**config.mk**
```make
export PLATFORM = sky130hd
export DESIGN_NAME = keccak_padder
export DESIGN_NICKNAME = d
export VERILOG_FILES = /design/src/rtl/keccak_padder.sv
export SDC_FILE = /design/constraint.sdc
export NUM_CORES = 1
export LEC_CHECK = 0
export CAP_MARGIN = 0
export CORE_AREA = 2 2 257 259
export DETAILED_ROUTE_END_ITERATION = 16
export DIE_AREA = 0 0 259 261
export HOLD_SLACK_MARGIN = 0.1
export SLEW_MARGIN = 5
export SYNTH_ARGS = -nofsm -noshare
export SYNTH_HDL_FRONTEND = slang
export SYNTH_SLANG_ARGS = --single-unit
```
**constraint.sdc**
```tcl
create_clock -name clk -period 7.14 [get_ports clk]
set_input_delay 1.071 -clock clk [delete_from_list [all_inputs] [get_ports clk]]
set_output_delay 1.071 -clock clk [all_outputs]
set_load 0.01 [all_outputs]
```
**src/rtl/keccak_padder.sv**
```systemverilog
// Purpose : collects 64-bit message words into RATE_WORDS-word blocks and applies
//           pad10*1 to the final block before it goes to the permutation.
// Latency : full block valid on the edge that accepts its last word; a final block
//           needs one extra cycle per unwritten slot (RATE_WORDS-1-k cycles).
// Backpressure: buffer_full is high while padding, holding a block or finished;
//           a word offered while buffer_full=1 is not taken and stays with the producer.
//
// Ports:
//   clk, reset          clock; synchronous active-high reset clearing all state
//   in, in_ready        message word (first byte in in[63:56]) and its valid strobe
//   is_last, byte_num   final-word marker and count of valid bytes in the final word
//   buffer_full         padder cannot take a word this cycle
//   out_block           assembled block, word 0 in the most significant 64 bits
//   out_valid, out_last block present / block is the final padded one
//   out_ack             permutation has consumed out_block
//
// Build option: define PADDER_SHA3_EN to use the FIPS-202 SHA-3 domain pad byte
// (0x06) instead of the original Keccak pad byte (0x01).

module keccak_padder #(
    parameter int RATE_WORDS = 9
) (
    input  logic                    clk,
    input  logic                    reset,
    input  logic [63:0]             in,
    input  logic                    in_ready,
    input  logic                    is_last,
    input  logic [2:0]              byte_num,
    output logic                    buffer_full,
    output logic [64*RATE_WORDS-1:0] out_block,
    output logic                    out_valid,
    output logic                    out_last,
    input  logic                    out_ack
);

    localparam int              KW     = $clog2(RATE_WORDS);
    localparam logic [KW-1:0]   K_LAST = KW'(RATE_WORDS - 1);

`ifdef PADDER_SHA3_EN
    // SHA-3 appends the domain bits "01" ahead of the first pad bit.
    localparam logic [7:0]      PAD_BYTE = 8'h06;
`else
    localparam logic [7:0]      PAD_BYTE = 8'h01;
`endif

    // Terminating bit of pad10*1, placed in the last byte of the block.
    localparam logic [7:0]      END_BYTE = 8'h80;

    typedef enum logic [1:0] {
        ACCEPT = 2'd0,
        PAD    = 2'd1,
        FULL   = 2'd2,
        DONE   = 2'd3
    } state_t;

    state_t             state_q, state_d;
    logic [KW-1:0]      k_q, k_d;
    logic               last_q, last_d;
    logic [63:0]        slot_q [RATE_WORDS];
    logic [63:0]        slot_d [RATE_WORDS];

    // ------------------------------------------------------------------
    // Final-word shaping: keep the valid leading bytes, drop producer
    // filler, and drop the pad byte in right after the message.
    // ------------------------------------------------------------------
    logic [63:0] keep_mask;
    logic [63:0] pad_word;
    logic [63:0] shaped_word;
    logic [63:0] last_word;

    always_comb begin
        // byte_num=0 yields an all-zero mask, so only the pad byte survives.
        keep_mask   = ~(64'hFFFF_FFFF_FFFF_FFFF >> {byte_num, 3'b000});
        pad_word    = {56'h0, PAD_BYTE} << {3'd7 - byte_num, 3'b000};
        shaped_word = (in & keep_mask) | pad_word;
        // When the final word lands in the last slot the closing 0x80 shares
        // the block with the message, so it is merged into the low byte here.
        if (k_q == K_LAST) begin
            last_word = shaped_word | {56'h0, END_BYTE};
        end else begin
            last_word = shaped_word;
        end
    end

    // ------------------------------------------------------------------
    // Next-state logic
    // ------------------------------------------------------------------
    always_comb begin
        state_d = state_q;
        k_d     = k_q;
        last_d  = last_q;
        slot_d  = slot_q;

        case (state_q)
            ACCEPT: begin
                if (in_ready) begin
                    if (is_last) begin
                        slot_d[k_q] = last_word;
                        if (k_q == K_LAST) begin
                            k_d     = '0;
                            last_d  = 1'b1;
                            state_d = FULL;
                        end else begin
                            k_d     = k_q + 1'b1;
                            state_d = PAD;
                        end
                    end else begin
                        slot_d[k_q] = in;
                        if (k_q == K_LAST) begin
                            k_d     = '0;
                            state_d = FULL;
                        end else begin
                            k_d     = k_q + 1'b1;
                        end
                    end
                end
            end

            PAD: begin
                // Walk the remaining slots one per cycle; the last one closes
                // the padding with the end bit.
                if (k_q == K_LAST) begin
                    slot_d[k_q] = {56'h0, END_BYTE};
                    k_d         = '0;
                    last_d      = 1'b1;
                    state_d     = FULL;
                end else begin
                    slot_d[k_q] = 64'h0;
                    k_d         = k_q + 1'b1;
                end
            end

            FULL: begin
                if (out_ack) begin
                    if (last_q) begin
                        // Block contents and out_last are left in place as the
                        // end-of-message marker for the output stage.
                        state_d = DONE;
                    end else begin
                        for (int i = 0; i < RATE_WORDS; i++) begin
                            slot_d[i] = 64'h0;
                        end
                        state_d = ACCEPT;
                    end
                end
            end

            DONE: begin
                state_d = DONE;
            end

            default: begin
                state_d = ACCEPT;
            end
        endcase
    end

    // ------------------------------------------------------------------
    // State registers
    // ------------------------------------------------------------------
    always_ff @(posedge clk) begin
        if (reset) begin
            state_q <= ACCEPT;
            k_q     <= '0;
            last_q  <= 1'b0;
            for (int i = 0; i < RATE_WORDS; i++) begin
                slot_q[i] <= 64'h0;
            end
        end else begin
            state_q <= state_d;
            k_q     <= k_d;
            last_q  <= last_d;
            for (int i = 0; i < RATE_WORDS; i++) begin
                slot_q[i] <= slot_d[i];
            end
        end
    end

    // ------------------------------------------------------------------
    // Outputs
    // ------------------------------------------------------------------
    assign buffer_full = (state_q != ACCEPT);
    assign out_valid   = (state_q == FULL);
    assign out_last    = last_q;

    always_comb begin
        out_block = '0;
        for (int i = 0; i < RATE_WORDS; i++) begin
            out_block[64*(RATE_WORDS-1-i) +: 64] = slot_q[i];
        end
    end

endmodule
```
==> out/qor.csv, run 1 <==
stage;metric;value;unit
run_status;run_status;complete, no violations;
timing;hold_violations;0;
logic_synthesis;syn_nets;1691;
clock_tree;clockRootBuffer;clkbuf_16;
logic_synthesis;synthCells;1610;
clock_tree;clkLatencyLatePin;620;ps
global_routing;grtUsageMet1;28.7;%
global_routing;antenna_found_initial;2;
logic_synthesis;async_flop_share;0;%
global_routing;grt.met2_usage;36.5;%
power_and_ir_drop;p_leak;10.5;nW
global_routing;grt_max_degree;65;
route;vias_per_cell;5.31;
power_and_ir_drop;p_seq_share;45.3;%
clock_tree;cts.path.max_buffers;3;
power_and_ir_drop;combPwrFrac;8.4;%
floorplan;coreArea;65000;sq um
critical_path;crit_arrival;4330;ps
global_routing;grt_pass1_vias;16000;
critical_path;cp_top_family;buffers and inverters;
timing;rsz0062_at_grt;false;
timing;fmax;265;MHz
critical_path;crit_path_cell_trace;clkdlybuf4s50_1 -> nor2b_1 -> a211oi_4 -> buf_4 -> a21oi_4 -> buf_4 -> a22o_1;
floorplan;start_util;29.3;%
critical_path;r2r_start;state_q[1]$_SDFFE_PP0P_;
hold_path;hp-class;flop to flop;
critical_path;critPathKind;input pin to flop;
floorplan;ios;651;
route;ant_nets;0;
timing;finalCriticalPeriod;3780;ps
clock_tree;path_clk_slew;60;ps
place;gp_congestion;0.807;
route;firstDrtPassIters;5;
logic_synthesis;synth_top_area_share;61.2;%
logic_synthesis;yosysTopAreaCell;dfxtp_1;
timing;slew_headroom;9.00;%
floorplan;rows;94;
timing;setup_viol;0;
clock_tree;numCtsBuffers;60;
layout;final_cell_mix;clkdlybuf4s50_1 (649), dfxtp_1 (583), a22o_1 (547);
logic_synthesis;ys_seq_area_share;61.2;%
place;place_hpwl;52.7;mm
layout;nets;2234;
critical_path;crit_path_max_fanout;40;
global_routing;gr-max-usage-layer;met2;
power_and_ir_drop;report.power.total;7.37;mW
global_routing;overflow;0;
critical_path;max_stage_delay;740;ps
critical_path;start_kind;input pin;
critical_path;cp-end-kind;flop;
logic_synthesis;synth-seq-cells;583;
floorplan;fp.dieW;259;microns
logic_synthesis;synthDistinctLibCells;44;
clock_tree;postCtsSetupRepairBufs;0;
power_and_ir_drop;vdd_ir_drop_max;0.000186;V
power_and_ir_drop;internal-power;5.57;mW
global_routing;grt_pass1_wl;114;mm
timing;fin_crit_sh;52.9;%
place;port_buffers;650;
critical_path;worstPathRequired;7690;ps
clock_tree;htree_levels;2;
logic_synthesis;syn_area;19100;sq um
clock_tree;cts_tree;yes;
power_and_ir_drop;power_frac_clock;46.2;%
route;drt_iter0_markers;1420;
route;drc;0;
logic_synthesis;synth.avg_cell_area;11.8;sq um
floorplan;die-height;261;microns
logic_synthesis;synth-edff-count;0;
layout;area_delta_synth_final;48.6;%
global_routing;use_met3;5.95;%
timing;slew_violations;0;
timing;fin_setup_tns;0;ps
power_and_ir_drop;sw_frac_of_total;24.5;%
global_routing;grt_usage;22.5;%
route;wl;80.3;mm
power_and_ir_drop;p_switching;1.81;mW
critical_path;worst-path-buf-inv;3;
layout;drive_gt1_share;6.90;%
run;maxCapViolCount;0;
route;wl_per_cell;26.2;microns
clock_tree;clock-sinks;583;
critical_path;worstSetupStartpoint;in_ready;
clock_tree;cts.repair.resized;0;
logic_synthesis;synth_ff_type;dfxtp_1;
critical_path;cpMostUsedCell;buf_4;
layout;mostFrequentLayoutCell;clkdlybuf4s50_1;
critical_path;slowest_stage;nor2b_1;
floorplan;die_area;67600;sq um
timing;worst_slew_pin_slew;1370;ps
clock_tree;cts-hold-fix-buffers;0;
logic_synthesis;yosys_warnings;0;
power_and_ir_drop;pwr_density_cell;261;nW/um^2
route;num_vias;16300;
timing;finalClockSkew;23.3;ps
logic_synthesis;synthTopCellsByArea;dfxtp_1 (61%), a22o_1 (25%), and2_1 (1.7%);
-- synthesized netlist by cell type, types with 4 or more instances --
cell type and n:
nand2b_1 9, nor3_1 7, a211oi_1 7, or3b_2 4, clkbuf_1 72, o21ai_0 26
a41oi_1 5, o21a_1 7, nor2b_1 12, nor3b_1 4, a21o_1 4, buf_2 55
and2_1 52, dfxtp_1 583, nand2_1 28, o32ai_1 5, a31oi_1 4, buf_1 60
and3_1 4, ha_1 9, inv_1 7, a22o_1 547, a21oi_1 35, nor2_1 34
-- power by group through the flow --
stage                     clock network [mW]  logic [mW]  registers, mW
after CTS                               3.46       0.620           3.34
after global routing                    3.59       0.651           3.35
after detailed placement                   0       0.617           3.41
final                                   3.41       0.621           3.34
after global placement                     0       0.611           3.41
after floorplan                            0       0.266           3.43
-- cell type report --
| class | instances | area [sq um] |
|---|---|---|
| clock buffers | 82 | 1750 |
| well taps | 864 | 1080 |
| inverters | 7 | 26.3 |
| multi-input cells | 830 | 6700 |
| clock inverters | 30 | 428 |
| fillers | 5923 | 36700 |
| flip-flops and latches | 583 | 11700 |
| diodes | 1 | 2.50 |
| repair buffers | 671 | 6660 |
-- per-stage QoR --
step	hold WS (ps)	worst slack [ps]	util, %	area (sq um)	std cells
floorplan	477	4600	-	19100	1610
global placement	453	2850	40.2	26100	2955
detailed placement	453	2780	40.2	26100	2955
CTS	474	3420	43.5	28300	3067
global route	481	3240	43.5	28300	3067
finish	471	3360	43.5	28300	3068
-- per-layer routing --
layer | wire length, microns | up-vias
met5 | 27 | -
met4 | 2870 | 4
met3 | 7190 | 154
met2 | 36700 | 853
met1 | 33500 | 8151
li1 | - | 7125
-- worst paths after layout --
check               to  slack [ps]  cells after the start
hold reg to reg   flop         470                      1
setup / recovery  flop        3360                      7
hold / removal    flop         470                      1
setup reg to reg  flop        3510                      8
-- cell families after synthesis --
logic type               Yosys count  synth area share, %
AO/OA/AOI/OAI                    656                 29.1
adder cells (fa/ha/maj)            9                0.591
buffers and inverters            197                 4.30
flip-flops                       583                 61.2
multiplexers                       2                0.105
AND/OR/NAND/NOR                  163                 4.61
Power figures use the tool's default switching activity.
==> run 2, diff against run 1 <==
--- a/config.mk
+++ b/config.mk
@@ -6,9 +6,9 @@
 export NUM_CORES = 1
 export LEC_CHECK = 0
 export CAP_MARGIN = 0
-export CORE_AREA = 2 2 257 259
+export CORE_AREA = 2 2 253 255
 export DETAILED_ROUTE_END_ITERATION = 16
-export DIE_AREA = 0 0 259 261
+export DIE_AREA = 0 0 255 257
 export HOLD_SLACK_MARGIN = 0.1
 export SLEW_MARGIN = 5
 export SYNTH_ARGS = -nofsm -noshare
==> constraint.sdc (replaced) <==
create_clock -name clk -period 3.2 [get_ports clk]
set_input_delay 0.48 -clock clk [delete_from_list [all_inputs] [get_ports clk]]
set_output_delay 0.48 -clock clk [all_outputs]
set_load 0.01 [all_outputs]
==> out/qor.csv, run 2 (synthesis results as in run 1) <==
stage;metric;value;unit
critical_path;crit_path_max_fanout;64;
critical_path;crit_arrival;3320;ps
timing;fmax;360;MHz
timing;finalClockSkew;20.6;ps
route;wl;81.5;mm
critical_path;reg2reg_slack;420;ps
floorplan;coreArea;62700;sq um
floorplan;die-height;257;microns
global_routing;grt_pass1_wl;115;mm
place;place_hpwl;55.3;mm
timing;worst_slew_pin_slew;884;ps
route;vias_per_cell;5.30;
critical_path;critPathKind;flop to flop;
hold_path;hp-class;flop to flop;
place;gp_congestion;0.838;
place;pre_cts_ws;227;ps
layout;final_area;28600;sq um
floorplan;die_area;65500;sq um
global_routing;use_met3;7.23;%
clock_tree;postCtsSetupRepairBufs;0;
timing;rsz0062_at_grt;false;
global_routing;grt_usage;23.6;%
timing;setup_slack;425;ps
power_and_ir_drop;vdd_ir_drop_max;0.000419;V
clock_tree;cts_tree;yes;
critical_path;r2r_start;state_q[0]$_SDFFE_PP0P_;
power_and_ir_drop;p_leak;10.7;nW
place;placedInstanceArea;26600;sq um
critical_path;slowest_stage;a211oi_2;
route;drc;0;
layout;mostFrequentLayoutCell;clkdlybuf4s50_1;
hold_path;hold_path_depth;1;
run;maxCapViolCount;0;
clock_tree;htree_levels;2;
power_and_ir_drop;pwr_density_cell;559;nW/um^2
timing;fin_crit_sh;86.7;%
timing;hold_violations;0;
layout;drive_gt1_share;7.72;%
timing;finalCriticalPeriod;2780;ps
global_routing;overflow;0;
critical_path;reg2reg_depth;8;
timing;slew_headroom;40.9;%
clock_tree;clock-sinks;583;
clock_tree;cts.path.max_buffers;3;
route;wl_per_cell;26.5;microns
clock_tree;cts.repair.resized;0;
clock_tree;clockRootBuffer;clkbuf_16;
global_routing;grt_max_degree;65;
clock_tree;clkLatencyLatePin;620;ps
global_routing;antenna_found_initial;1;
timing;fin_setup_tns;0;ps
critical_path;crit_path_cell_trace;inv_1 -> ha_1 -> nor2b_1 -> buf_4 -> a211oi_2 -> and3_4 -> buf_12 -> a22o_1;
floorplan;ios;651;
clock_tree;numCtsBuffers;59;
timing;setup_viol;0;
power_and_ir_drop;report.power.total;16.0;mW
global_routing;grt.met2_usage;39.0;%
clock_tree;cts-hold-fix-buffers;0;
critical_path;max_stage_delay;590;ps
route;num_vias;16300;
global_routing;grtUsageMet1;29.3;%
critical_path;cp-end-kind;flop;
layout;area_delta_synth_final;49.9;%
global_routing;grt_pass1_vias;15900;
critical_path;start_kind;flop;
layout;final_cell_mix;clkdlybuf4s50_1 (649), dfxtp_1 (583), a22o_1 (547);
floorplan;rows;92;
floorplan;fp.dieW;255;microns
route;drt_iter0_markers;1402;
critical_path;worstPathRequired;3740;ps
route;firstDrtPassIters;5;
run_status;run_status;complete, no violations;
global_routing;gr-max-usage-layer;met2;
timing;hold_ws;472;ps
clock_tree;path_clk_slew;70;ps
layout;nets;2262;
route;ant_nets;0;
floorplan;start_util;30.4;%
timing;slew_violations;0;
place;port_buffers;650;
## run 2: cell count changes in the layout (fill, tap and decap cells not counted), sizes merged
| cell | change |
|---|---|
| buf | +29 |
| bufinv | -5 |
| clkbuf | +5 |
| clkinv | +3 |
| clkinvlp | -6 |
| inv | -1 |
## run 2: worst max-delay path by stage
| stage | from | end | slack (ps) | cells past startpoint |
|---|---|---|---|---|
| after detailed placement | is_last | flop | 230 | 7 |
| final | state_q[0]$_SDFFE_PP0P_ | flop | 420 | 8 |
| after global placement | is_last | flop | 230 | 7 |
| after CTS | state_q[0]$_SDFFE_PP0P_ | out_valid | 420 | 3 |
| after global routing | state_q[1]$_SDFFE_PP0P_ | flop | 270 | 8 |
| after floorplan | state_q[0]$_SDFFE_PP0P_ | flop | 940 | 10 |
## run 2: power by group
part	leakage, nW	switching, mW	internal [mW]	total (mW)
Clock	0.973	2.93	4.10	7.03
Sequential	4.71	0.0816	7.38	7.47
Combinational	4.98	0.922	0.536	1.46
## run 2: cell type report
cell class / count / area (sq um)
fill: 5718 / 34200
multi-input combinational: 830 / 6700
sequential: 583 / 11700
timing repair buffer: 700 / 7140
clock inverter: 21 / 220
inverter: 7 / 26.3
clock buffer: 87 / 1750
antenna: 1 / 2.50
tap: 846 / 1060
## run 2: routing by layer
metal,part of all wire [%],wire [microns]
met1,40,32800
met2,47,38300
met3,9.8,8000
met4,3.0,2470
met5,0.016,13
## run 2: stage by stage
step,util (%),std cells
after global routing,45.5,3074
after global placement,42.4,2966
after detailed placement,42.4,2966
after CTS,45.5,3074
final,45.5,3075
after floorplan,-,1610
## run 2: worst max-delay path: cells and delay by family (launching register included)
kind            cells  cell delay (ps)
compound gates      2              810
fa+ha+maj           1              310
buf+inv             3              590
flops               1              380
simple gates        2              540
==> run 3, diff against run 2 <==
--- a/config.mk
+++ b/config.mk
@@ -6,9 +6,10 @@
 export NUM_CORES = 1
 export LEC_CHECK = 0
 export CAP_MARGIN = 0
-export CORE_AREA = 2 2 253 255
+export CORE_AREA = 2 2 257 259
 export DETAILED_ROUTE_END_ITERATION = 16
-export DIE_AREA = 0 0 255 257
+export DIE_AREA = 0 0 259 261
+export DONT_BUFFER_PORTS = 1
 export HOLD_SLACK_MARGIN = 0.1
 export SLEW_MARGIN = 5
 export SYNTH_ARGS = -nofsm -noshare
==> out/qor.csv, run 3 (synthesis results as in run 1) <==
stage;metric;value;unit
clock_tree;clock-sinks;583;
layout;final_cell_mix;dfxtp_1 (583), a22o_1 (547), clkbuf_16 (59);
timing;slew_headroom;35.4;%
place;place_hpwl;47.9;mm
route;num_vias;14300;
critical_path;crit_path_max_fanout;31;
critical_path;cp_top_family;compound AO/OA/AOI/OAI gates;
timing;finalClockSkew;25.5;ps
timing;slew_violations;0;
clock_tree;path_clk_slew;70;ps
route;wl;72.5;mm
route;vias_per_cell;5.87;
route;ant_nets;0;
run;maxCapViolCount;0;
layout;utilization;33.6;%
layout;mostFrequentLayoutCell;dfxtp_1;
global_routing;grt_pass1_vias;13800;
place;gp_congestion;0.829;
clock_tree;cts_tree;yes;
floorplan;ios;651;
power_and_ir_drop;report.power.total;15.3;mW
timing;finalCriticalPeriod;2860;ps
power_and_ir_drop;p_leak;8.32;nW
critical_path;critPathKind;flop to flop;
critical_path;worst-path-buf-inv;2;
timing;fin_setup_tns;0;ps
global_routing;antenna_found_initial;1;
power_and_ir_drop;vdd_ir_drop_max;0.000535;V
global_routing;overflow;0;
timing;hold_ws;156;ps
layout;area_delta_synth_final;14.8;%
critical_path;cp-end-kind;flop;
layout;antenna_cells;0;
floorplan;rows;94;
power_and_ir_drop;pwr_density_cell;698;nW/um^2
critical_path;crit_path_cell_trace;inv_1 -> ha_1 -> or2_2 -> a211oi_2 -> and3_4 -> buf_4 -> a22o_1;
clock_tree;htree_levels;2;
timing;rsz0062_at_grt;false;
layout;nets;1610;
layout;drive_gt1_share;10.4;%
critical_path;worstPathRequired;3730;ps
floorplan;fp.dieW;259;microns
critical_path;max_stage_delay;560;ps
timing;fin_crit_sh;89.5;%
critical_path;crit_arrival;3390;ps
floorplan;start_util;29.3;%
route;firstDrtPassIters;5;
timing;hold_violations;0;
route;drc;0;
critical_path;start_kind;flop;
route;drt_iter0_markers;1496;
clock_tree;clockRootBuffer;clkbuf_16;
global_routing;grt_usage;20.0;%
route;wl_per_cell;29.8;microns
place;port_buffers;0;
clock_tree;numCtsBuffers;58;
timing;fmax;349;MHz
hold_path;hp-class;input pin to flop;
global_routing;grt_max_degree;65;
floorplan;coreArea;65000;sq um
floorplan;die_area;67600;sq um
clock_tree;cts.path.max_buffers;3;
global_routing;grt_pass1_wl;101;mm
floorplan;die-height;261;microns
clock_tree;postCtsSetupRepairBufs;0;
run_status;run_status;complete, no violations;
clock_tree;clkLatencyLatePin;600;ps
critical_path;slowest_stage;a211oi_2;
timing;setup_viol;0;
timing;worst_slew_pin_slew;967;ps
-- run 3: cell count changes in the layout (fill, tap and decap cells not counted), moves of 3 or more --
cell,previous run,this run
inv_6,0,3
bufinv_16,4,1
dlygate4sd3_1,0,3
buf_12,21,12
clkbuf_8,13,16
buf_4,29,34
clkinv_2,12,5
clkinvlp_4,3,6
clkdlybuf4s50_1,649,0
-- run 3: worst paths after layout --
| kind | from | to | slack, ps | cells after the start |
|---|---|---|---|---|
| hold / removal | reset | state_q[0]$_SDFFE_PP0P_ | 160 | 2 |
| setup / recovery | state_q[1]$_SDFFE_PP0P_ | flop | 340 | 7 |
| setup reg to reg | state_q[1]$_SDFFE_PP0P_ | flop | 340 | 7 |
| hold reg to reg | flop | flop | 530 | 2 |
-- run 3: area by class of cell --
cell class	instances	area [sq um]
multi-input combinational	830	6690
inverter	7	26.3
clock inverter	16	138
timing repair buffer	49	526
tap	864	1080
sequential	583	11700
clock buffer	88	1750
fill	6320	43200
-- run 3: per-layer routing --
metal	wire (microns)	vias up	global-route usage [%]
li1	-	5871	-
met1	28000	7185	24.2
met2	34300	1084	33.0
met3	7780	173	6.26
met4	2450	0	7.71
met5	0	-	0
-- run 3: metrics by stage --
stage / area [sq um] / instances / setup slack [ps]
final: 21900 / 2437 / 335
after global routing: 21900 / 2437 / 190
after CTS: 21900 / 2437 / 353
after detailed placement: 19900 / 2329 / 371
after global placement: 19900 / 2329 / 503
after floorplan: 19100 / 1610 / 935
-- run 3: worst reg2reg max path: cells and delay by family (launching register included) --
kind	cells	cell delay [ps]
flops	1	390
fa+ha+maj	1	350
buf+inv	2	520
compound gates	2	830
simple gates	2	690
-- run 3: what timing repair did --
action                    4_1_cts  5_1_grt
hold endpoints to repair       36        0
gates resized for setup         0        0
hold buffers                    4        0
-- run 3: power by group --
part	total (mW)	switching [mW]	internal, mW
clock	6.70	2.86	3.84
combinational	1.02	0.760	0.259
sequential	7.55	0.165	7.38
total	15.3	3.79	11.5
